## src/rtl/seg_disp_sched_pkg.sv

```systemverilog
// seg_disp_sched shared types: FSM state, widths, double-dabble step.
// Imported by the request interface, the bin2bcd_seq engine and the top.
package seg_pkg;

  typedef enum logic [1:0] {
    S_IDLE,
    S_CONVERT,
    S_HOLD
  } state_t;

  localparam int VAL_W = 10;
  localparam int DIG_W = 4;
  localparam int BCD_W = 16;
  localparam int SH_W  = BCD_W + VAL_W;

  // digits at or above this value get +3 before the shift
  localparam logic [DIG_W-1:0] ADD3_TH = 4'd5;

  function automatic logic [SH_W-1:0] dabble_step(
    input logic [SH_W-1:0] s
  );
    logic [SH_W-1:0] t;
    t = s;
    for (int d = 0; d < BCD_W / DIG_W; d++) begin
      if (t[VAL_W+DIG_W*d +: DIG_W] >= ADD3_TH)
        t[VAL_W+DIG_W*d +: DIG_W] =
          t[VAL_W+DIG_W*d +: DIG_W] + 4'd3;
    end
    return {t[SH_W-2:0], 1'b0};
  endfunction

endpackage

```

## src/rtl/seg_disp_sched_if.sv

```systemverilog
// Request handshake bundle: per-source valid/value in, one-hot ready out.
// master = requesters, slave = scheduler.
interface seg_disp_sched_if #(
  parameter int NUM_SRC = 3
);

  logic [NUM_SRC-1:0]              req_valid_i;
  logic [NUM_SRC*seg_pkg::VAL_W-1:0] req_value_i;
  logic [NUM_SRC-1:0]              req_ready_o;

  modport master (
    output req_valid_i,
    output req_value_i,
    input  req_ready_o
  );

  modport slave (
    input  req_valid_i,
    input  req_value_i,
    output req_ready_o
  );

endinterface

```

## src/rtl/seg_disp_sched_bin2bcd_seq.sv

```systemverilog
// Sequential double-dabble: bin_i loaded on start, 10 iterations, done
// high for one cycle with bcd_o final. Ports: clk, rst_n, start, bin_i, busy, done, bcd_o.
module bin2bcd_seq
  import seg_pkg::*;
(
  input  logic             clk,
  input  logic             rst_n,
  input  logic             start,
  input  logic [VAL_W-1:0] bin_i,
  output logic             busy,
  output logic             done,
  output logic [BCD_W-1:0] bcd_o
);

  logic [SH_W-1:0] sh_q;
  logic [3:0]      cnt_q;
  logic            busy_q;

  // first iteration is folded into the load edge, so the result
  // sits in sh_q during the tenth busy cycle
  assign done  = busy_q && (cnt_q == 4'(VAL_W));
  assign busy  = busy_q;
  assign bcd_o = sh_q[SH_W-1:VAL_W];

  always_ff @(posedge clk or negedge rst_n) begin
    if (!rst_n) begin
      sh_q   <= '0;
      cnt_q  <= '0;
      busy_q <= 1'b0;
    end else if (start) begin
      sh_q   <= dabble_step({{BCD_W{1'b0}}, bin_i});
      cnt_q  <= 4'd1;
      busy_q <= 1'b1;
    end else if (busy_q) begin
      if (done) begin
        busy_q <= 1'b0;
      end else begin
        sh_q  <= dabble_step(sh_q);
        cnt_q <= cnt_q + 4'd1;
      end
    end
  end

endmodule

```

## src/rtl/seg_disp_sched.sv

```systemverilog
// Display scheduler: round-robin grant, BCD conversion, dwell, scan strobe.
// Ports: clk, rst_n, req (slave), bcd_o, src_o, blank_o, scan_tick_o, busy_o.
module seg_disp_sched
  import seg_pkg::*;
#(
  parameter int NUM_SRC  = 3,
  parameter int HOLD_CYC = 50_000_000,
  parameter int SCAN_DIV = 50_000
) (
  input  logic             clk,
  input  logic             rst_n,
  seg_disp_sched_if.slave  req,
  output logic [BCD_W-1:0] bcd_o,
  output logic [1:0]       src_o,
  output logic             blank_o,
  output logic             scan_tick_o,
  output logic             busy_o
);

  localparam int HW = $clog2(HOLD_CYC) + 1;
  localparam int SW = $clog2(SCAN_DIV);

  state_t           state_q;
  logic [1:0]       last_q;
  logic [HW-1:0]    dwell_q;
  logic [BCD_W-1:0] bcd_q;
  logic [1:0]       src_q;
  logic             blank_q;
  logic [SW-1:0]    scan_q;
  logic [SW-1:0]    scan_d;

  logic [NUM_SRC-1:0] valid;
  logic [1:0]         pick;
  logic               grant;
  logic [VAL_W-1:0]   pick_val;
  logic               cv_busy;
  logic               cv_done;
  logic [BCD_W-1:0]   cv_bcd;

  // nearest valid source after last, wrapping; descending loop
  // so the smallest offset is assigned last and wins
  function automatic logic [1:0] rr_pick(
    input logic [NUM_SRC-1:0] v,
    input logic [1:0]         last
  );
    logic [1:0] idx;
    int         k;
    idx = last;
    for (int i = NUM_SRC; i >= 1; i--) begin
      k = (int'(last) + i) % NUM_SRC;
      if (v[k]) idx = 2'(k);
    end
    return idx;
  endfunction

  assign valid    = req.req_valid_i;
  assign pick     = rr_pick(valid, last_q);
  assign grant    = rst_n && (state_q == S_IDLE) && (|valid);
  assign pick_val = req.req_value_i[int'(pick)*VAL_W +: VAL_W];

  always_comb begin
    req.req_ready_o = '0;
    for (int i = 0; i < NUM_SRC; i++)
      req.req_ready_o[i] = grant && (pick == 2'(i));
  end

  bin2bcd_seq u_b2b (
    .clk   (clk),
    .rst_n (rst_n),
    .start (grant),
    .bin_i (pick_val),
    .busy  (cv_busy),
    .done  (cv_done),
    .bcd_o (cv_bcd)
  );

  always_ff @(posedge clk or negedge rst_n) begin
    if (!rst_n) begin
      state_q <= S_IDLE;
      last_q  <= 2'(NUM_SRC - 1);
      dwell_q <= '0;
      bcd_q   <= '0;
      src_q   <= '0;
      blank_q <= 1'b1;
    end else begin
      unique case (state_q)
        S_IDLE: begin
          if (grant) begin
            last_q  <= pick;
            state_q <= S_CONVERT;
          end
        end
        S_CONVERT: begin
          if (cv_done) begin
            bcd_q   <= cv_bcd;
            src_q   <= last_q;
            blank_q <= 1'b0;
            dwell_q <= '0;
            state_q <= S_HOLD;
          end
        end
        S_HOLD: begin
          if (dwell_q == HW'(HOLD_CYC - 1)) begin
            dwell_q <= '0;
            state_q <= S_IDLE;
          end else begin
            dwell_q <= dwell_q + 1'b1;
          end
        end
        default: state_q <= S_IDLE;
      endcase
    end
  end

  // free-running, unaffected by the FSM
  assign scan_tick_o = (scan_q == SW'(SCAN_DIV - 1));
  assign scan_d      = scan_tick_o ? '0 : scan_q + 1'b1;

  always_ff @(posedge clk or negedge rst_n) begin
    if (!rst_n) scan_q <= '0;
    else        scan_q <= scan_d;
  end

  assign bcd_o   = bcd_q;
  assign src_o   = src_q;
  assign blank_o = blank_q;
  // engine busy covers CONVERT exactly
  assign busy_o  = cv_busy || (state_q == S_HOLD);

endmodule

```

## src/flat_wrapper.sv

```systemverilog
// flat-port wrapper written by rule: the top's interface ports become plain ports
module seg_disp_sched_flat import seg_pkg::*;
#(
  parameter int NUM_SRC  = 3,
  parameter int HOLD_CYC = 50_000_000,
  parameter int SCAN_DIV = 50_000
)
  (clk, rst_n, bcd_o, src_o, blank_o, scan_tick_o, busy_o, req_req_valid_i, req_req_value_i, req_req_ready_o);
  seg_disp_sched_if #(.NUM_SRC(NUM_SRC)) req_i ();
  input  logic clk;
  input  logic rst_n;
  output logic [BCD_W-1:0] bcd_o;
  output logic [1:0] src_o;
  output logic blank_o;
  output logic scan_tick_o;
  output logic busy_o;
  input wire logic [$bits(req_i.req_valid_i)-1:0] req_req_valid_i;
  input wire logic [$bits(req_i.req_value_i)-1:0] req_req_value_i;
  output wire logic [$bits(req_i.req_ready_o)-1:0] req_req_ready_o;
  assign req_i.req_valid_i = req_req_valid_i;
  assign req_i.req_value_i = req_req_value_i;
  assign req_req_ready_o = req_i.req_ready_o;
  seg_disp_sched #(.NUM_SRC(NUM_SRC), .HOLD_CYC(HOLD_CYC), .SCAN_DIV(SCAN_DIV)) u_core (.clk(clk), .rst_n(rst_n), .req(req_i), .bcd_o(bcd_o), .src_o(src_o), .blank_o(blank_o), .scan_tick_o(scan_tick_o), .busy_o(busy_o));
endmodule
```

## config.mk

```make
export PLATFORM = sky130hd
export DESIGN_NAME = seg_disp_sched_flat
export DESIGN_NICKNAME = d
export VERILOG_FILES = /design/src/rtl/seg_disp_sched_pkg.sv /design/src/rtl/seg_disp_sched_if.sv /design/src/rtl/seg_disp_sched_bin2bcd_seq.sv /design/src/rtl/seg_disp_sched.sv /design/src/flat_wrapper.sv
export SDC_FILE = /design/constraint.sdc
export NUM_CORES = 1
export LEC_CHECK = 0
export ABC_AREA = 1
export BUFFER_PORTS_ARGS = -buffer_cell sky130_fd_sc_hd__clkbuf_2
export CORE_MARGIN = 2
export CORE_UTILIZATION = 40
export DETAILED_ROUTE_END_ITERATION = 16
export SLEW_MARGIN = 20
export SYNTH_ARGS = -nofsm -noshare
export SYNTH_HDL_FRONTEND = slang
export SYNTH_SLANG_ARGS = --single-unit
```

## constraint.sdc

```tcl
create_clock -name clk -period 2.95 [get_ports clk]
set_clock_uncertainty 0.2 [all_clocks]
set_input_delay 0.4425 -clock clk [delete_from_list [all_inputs] [get_ports clk]]
set_output_delay 0.4425 -clock clk [all_outputs]
set_load 0.01 [all_outputs]
```

Word-level counts from Yosys, hierarchy flattened
Cells that the tools add are included.

Register bits after elaboration: 97. Latch bits: 0. RAM bits: 0. Memory bits (read-only): 0. Input bits: 35. Output and inout bits: 24. Logic and storage cells: 93. Memories kept: 0.

Add/sub/neg operators: 10. Multipliers: 1. Divide/modulo/power cells: 3. Magnitude comparators: 7. Equality and inequality tests: 11. Shift operators: 1. Multiplexer cells: 33. Bitwise logic cells: 0. Reductions and logical operators: 17.

Operators by type and width (number): less-than comparator 32 x 4 -> 1 bit (second input constant) (3); modulo 32 x 3 -> 32 bit (second input constant) (3); 2-to-1 mux 26 bit (3); 2-to-1 mux 27 bit (2); case mux 27 bit (2 select lines) (1); variable part select 30 x 32 -> 10 bit (1); adder 27 x 1 -> 27 bit (second input constant) (1); equality test 27 x 26 -> 1 bit (second input constant) (1); 2-to-1 mux 4 bit (6); adder 16 x 1 -> 16 bit (second input constant) (1); equality test 16 bit (second input constant) (1); greater-or-equal comparator 4 x 3 -> 1 bit (second input constant) (4); 2-to-1 mux 16 bit (1); adder 4 x 2 -> 4 bit (second input constant) (3); 2-to-1 mux 2 bit (6); 2-to-1 mux 1 bit (9); inequality test 2 x 1 -> 1 bit (second input constant) (4); AND reduction 2 bit (4); adder 2 x 2 -> 3 bit (second input constant) (2); binary-select mux 1 bit (select 2 bit) (3); logical AND 1 bit (6); case mux 2 bit (3 select lines) (1); multiplier 2 x 3 -> 5 bit (second input constant) (1); adder 4 x 1 -> 4 bit (second input constant) (1); other kinds (11) (15).

Longest topological paths before layout
Depth in word-level cells: 11. Depth in mapped cells: 15.

By module
A second synthesis with hierarchy kept.

Cell total of the unflattened synthesis: 787. Area total of the unflattened synthesis: 6045.8 um^2.

By module, submodules not included: seg_disp_sched (times used 1, cells each 555, area each 4174.0 um^2, seq. area each 1654.1 um^2); bin2bcd_seq (times used 1, cells each 232, area each 1871.8 um^2, seq. area each 750.7 um^2).

Worst setup path before layout
OpenSTA, ideal clock, no wires.

Kind: flip-flop to output port. From: reg u_core.last_q[1]. To: out req_req_ready_o[0]. Data arrival time: 1.816 ns. Data required time: 2.308 ns. Slack: 0.492 ns. Cell stages (with the launch flop): 11. Path through: dfstp_2 -> inv_1 -> ha_1 -> nand2_1 -> nand3_1 -> nand3_1 -> nand3_1 -> nand2_2 -> nand2_4 -> buf_6 -> nor3_1.

Longest elaborated chain between the ends: 10.

Ends and longest elaborated chain: start: declaration (line seg_disp_sched.sv:24) `logic [1:0] last_q;`; start signal: assignment (line seg_disp_sched.sv:80) `last_q <= 2'(NUM_SRC - 1);`; start signal: assignment (line seg_disp_sched.sv:89) `last_q <= pick;`; adder 2 x 2 -> 3 bit (line seg_disp_sched.sv:50) `k = (int'(last) + i) % NUM_SRC;`; modulo 32 x 3 -> 32 bit (line seg_disp_sched.sv:50); binary-select mux 1 bit (select 2 bit) (line seg_disp_sched.sv:51) `if (v[k]) idx = 2'(k);`; 2-to-1 mux 1 bit (implied by the code) (2 in a row) (line seg_disp_sched.sv:51); 2-to-1 mux 2 bit (2 in a row) (line seg_disp_sched.sv:51); 2-to-1 mux 2 bit (*) (line seg_disp_sched.sv:51); zero test 2 bit (*) (line seg_disp_sched.sv:64) `req.req_ready_o[i] = grant && (pick == 2'(i));`; logical AND 1 bit (*) (line seg_disp_sched.sv:64); end: declaration (line flat_wrapper.sv:19) `output wire logic [$bits(req_i.req_ready_o)-1:0] req_req_ready_o;`.

Every way passes the cells marked *; elsewhere a longest branch is shown, timed or not. The select of a mux whose other input is x is not followed.

Worst setup path in the final report
Ends and elaborated chain as after synthesis.

==> flow_summary.ini <==
[global_routing]
grt_max_degree = 62
busiest_layer = met2
antenna_found_initial = 0
grt_pass1_vias = 4822
use_met3 = 0.0384
grt_first_pass_wirelength_mm = 22.5
grtUsageMet1 = 0.253
met2_usage = 0.308
grt_overflow_total = 0
track_usage = 0.188

[cells_and_area]
n_fill_cell = 1396
stdcell_count = 975
nets = 841
antenna_cells = 0
areaGrowthSynthToFinish_pct = 16.1
layout-drive-gt1-share = 0.175
stdcell_area_um2 = 6450

[power]
power.density_nw_per_um2 = 395
power.leakage_nw = 3.17
max-vdd-ir-drop_v = 0.000247
power_mw = 2.55

[synth]
ys_seq_area_frac = 0.433
syn_inst = 727
netlist_top_cells_count = nand2_1, inv_1, dfrtp_1
synth_most_common_cell = nand2_1
netlist.area_leader.share = 0.423
syn_area_per_cell_um2 = 7.64
ys_types = 44
synth_flop_cell = dfrtp_1
async_flop_share = 1.00
yosysTopAreaCell = dfrtp_1
synth.net_count = 778
synth_area_leaders = dfrtp_1, nand2_1, inv_1, nand3_1, o21ai_0
ys_ff_latch = 96
syn-cell-area_um2 = 5560
ys.warnings.count = 0
synth_edf_count = 0

[die]
die_area_um2 = 14800
ios = 59
start_util = 0.405
die_h_um = 122
coreArea_um2 = 13700
rows = 43
die_w_um = 122

[critical_path]
slowest_stage = dfstp_2
crit_start = u_core.last_q[1]
critPathKind = register to output port
start_kind = register
worstPathRequired_ps = 2310
timing.critical_path.cells = inv_4 > ha_4 > nand2_1 > nand3_2 > nand3_2 > nand3_1 > nand2_2 > nand2_8 > nor3_4 > buf_2
arrival_ps = 2180
path_depth = 10
cp_num_buf_inv = 2
crit_family = simple AND/OR/NAND/NOR gates
crit_end = req_req_ready_o[0]
r2r_slack_ps = 540
cp-end-kind = output port
rr_worst_depth = 8
reg2reg_to = u_core.u_b2b.sh_q[9]
critPathMaxFanout = 16
r2r_start = u_core.last_q[1]
cpMostUsedCell = nand3_2
crit_path_max_incr_delay_ps = 610

[placed_design]
gp_congestion = 0.892
pre_cts_ws_ps = 271
placed_area_um2 = 6050
io_buffers = 58
dp_cells = 957
hpwl_mm = 9.47

[cts]
htree_levels = 3
cts_buffers = 9
cts.path.max_buffers = 2
cts_tree = done
clock_latency_ps = 350
hold_buffers = 0
numClockSinks = 96
clk_pin_slew_ps = 70
root_buffer = clkbuf_16

[route]
drc = 0
routedWlPerCell_um = 13.2
drt-total-wl_mm = 12.9
drt-pass1-iter-count = 7
drt_iter0_drc = 257
viasPerCell = 5.04
dr_total_vias = 4914
antenna_left = 0

[timing]
finalHoldViolations = 0
achievable-frequency_ghz = 0.354
slew_headroom = 0.477
slew_violations = 0
finalCritPeriodShare = 0.957
layout_setup_ws_ps = 128
fin_crit_ps = 2820
setup_tns_ps = 0
setup_viol = 0
tightest_slew_ps = 785

[status]
status = finished clean

[run]
maxCapViolCount = 0

[min_path]
hp-class = input pin to async pin
[layout make-up]
| type | count | area, µm² | area share |
|---|---|---|---|
| clock buffers | 9 | 225 | 0.0349 |
| clock inverters | 7 | 60.1 | 0.00931 |
| inverters | 110 | 418 | 0.0648 |
| multi-input cells | 504 | 2740 | 0.425 |
| flip-flops and latches | 96 | 2410 | 0.373 |
| well taps | 180 | 225 | 0.0349 |
| repair buffers | 69 | 375 | 0.0582 |
[metal layers]
| metal | wire length, µm | vias to the layer above |
|---|---|---|
| met1 | 6140 | 2295 |
| met2 | 6080 | 108 |
| met5 | 0 | - |
| li1 | - | 2494 |
| met3 | 535 | 17 |
| met4 | 157 | 0 |
[cells in the final DEF, fill, tap and decap left out, types with 6 or more instances in the layout]
cell         n
nand2_1    174
inv_1      101
dfrtp_1     93
nand3_1     56
clkbuf_2    54
nor2_1      48
o21ai_0     48
nor3_1      19
xor2_1      19
o22ai_1     16
a21oi_1     15
nand4_1     14
ha_1        14
buf_4       12
nand2_2     10
clkbuf_16    9
inv_2        7
nor2_2       6
o211ai_1     6
[state kept, by name, indices dropped and copies added, names as in the netlist]
register	flops
u_core.bcd_o	16
u_core.u_b2b.cnt_q	4
u_core.blank_o	1
u_core.dwell_q	27
u_core.src_o	2
u_core.last_q	2
u_core.scan_q	16
u_core.u_b2b.busy	1
u_core.state_q	2
u_core.u_b2b.sh_q	25
[timing repair]
item | 4_1_cts | 5_1_grt
resized for setup | 4 | 28
endpoints found under the setup margin | 3 | 3
pin swaps | 1 | 1
buffers inserted | 1 | 1
[per-stage QoR]
| stage | util | hold WS [ps] |
|---|---|---|
| final | 0.470 | 84.3 |
| after global routing | 0.470 | 151 |
| after floorplan | - | -53.1 |
| after CTS | 0.463 | 134 |
| after detailed placement | 0.441 | 251 |
| after global placement | 0.441 | 251 |
[logic make-up after synthesis]
family                   Yosys count  share of synthesized area
AND/OR/NAND/NOR                  364                      0.303
buffers and inverters            127                     0.0905
AO/OA/AOI/OAI                    104                      0.106
flip-flops                        96                      0.433
XOR/XNOR                          20                     0.0315
adder cells (fa/ha/maj)           16                     0.0360
[worst min-delay path by stage]
stage                                      from                     to  slack (ps)  cells past startpoint
after floorplan                           rst_n        u_core.bcd_o[0]         -50                      0
after global placement    u_core.u_b2b.cnt_q[3]  u_core.u_b2b.cnt_q[3]         250                      1
after detailed placement       u_core.scan_q[0]       u_core.scan_q[0]         250                      1
after CTS                                 rst_n     u_core.dwell_q[15]         130                      2
after global routing         req_req_value_i[0]   u_core.u_b2b.sh_q[1]         150                      3
final                                     rst_n     u_core.dwell_q[15]          80                      2
[power by group]
group	leakage [nW]	switching (mW)	internal (mW)
sequential	1.27	0	1.32
clock	0.131	0.549	0.587
combinational	1.77	0.0656	0.0333
total	3.17	0.614	1.94
No activity file was read; power rests on OpenSTA's default activity.
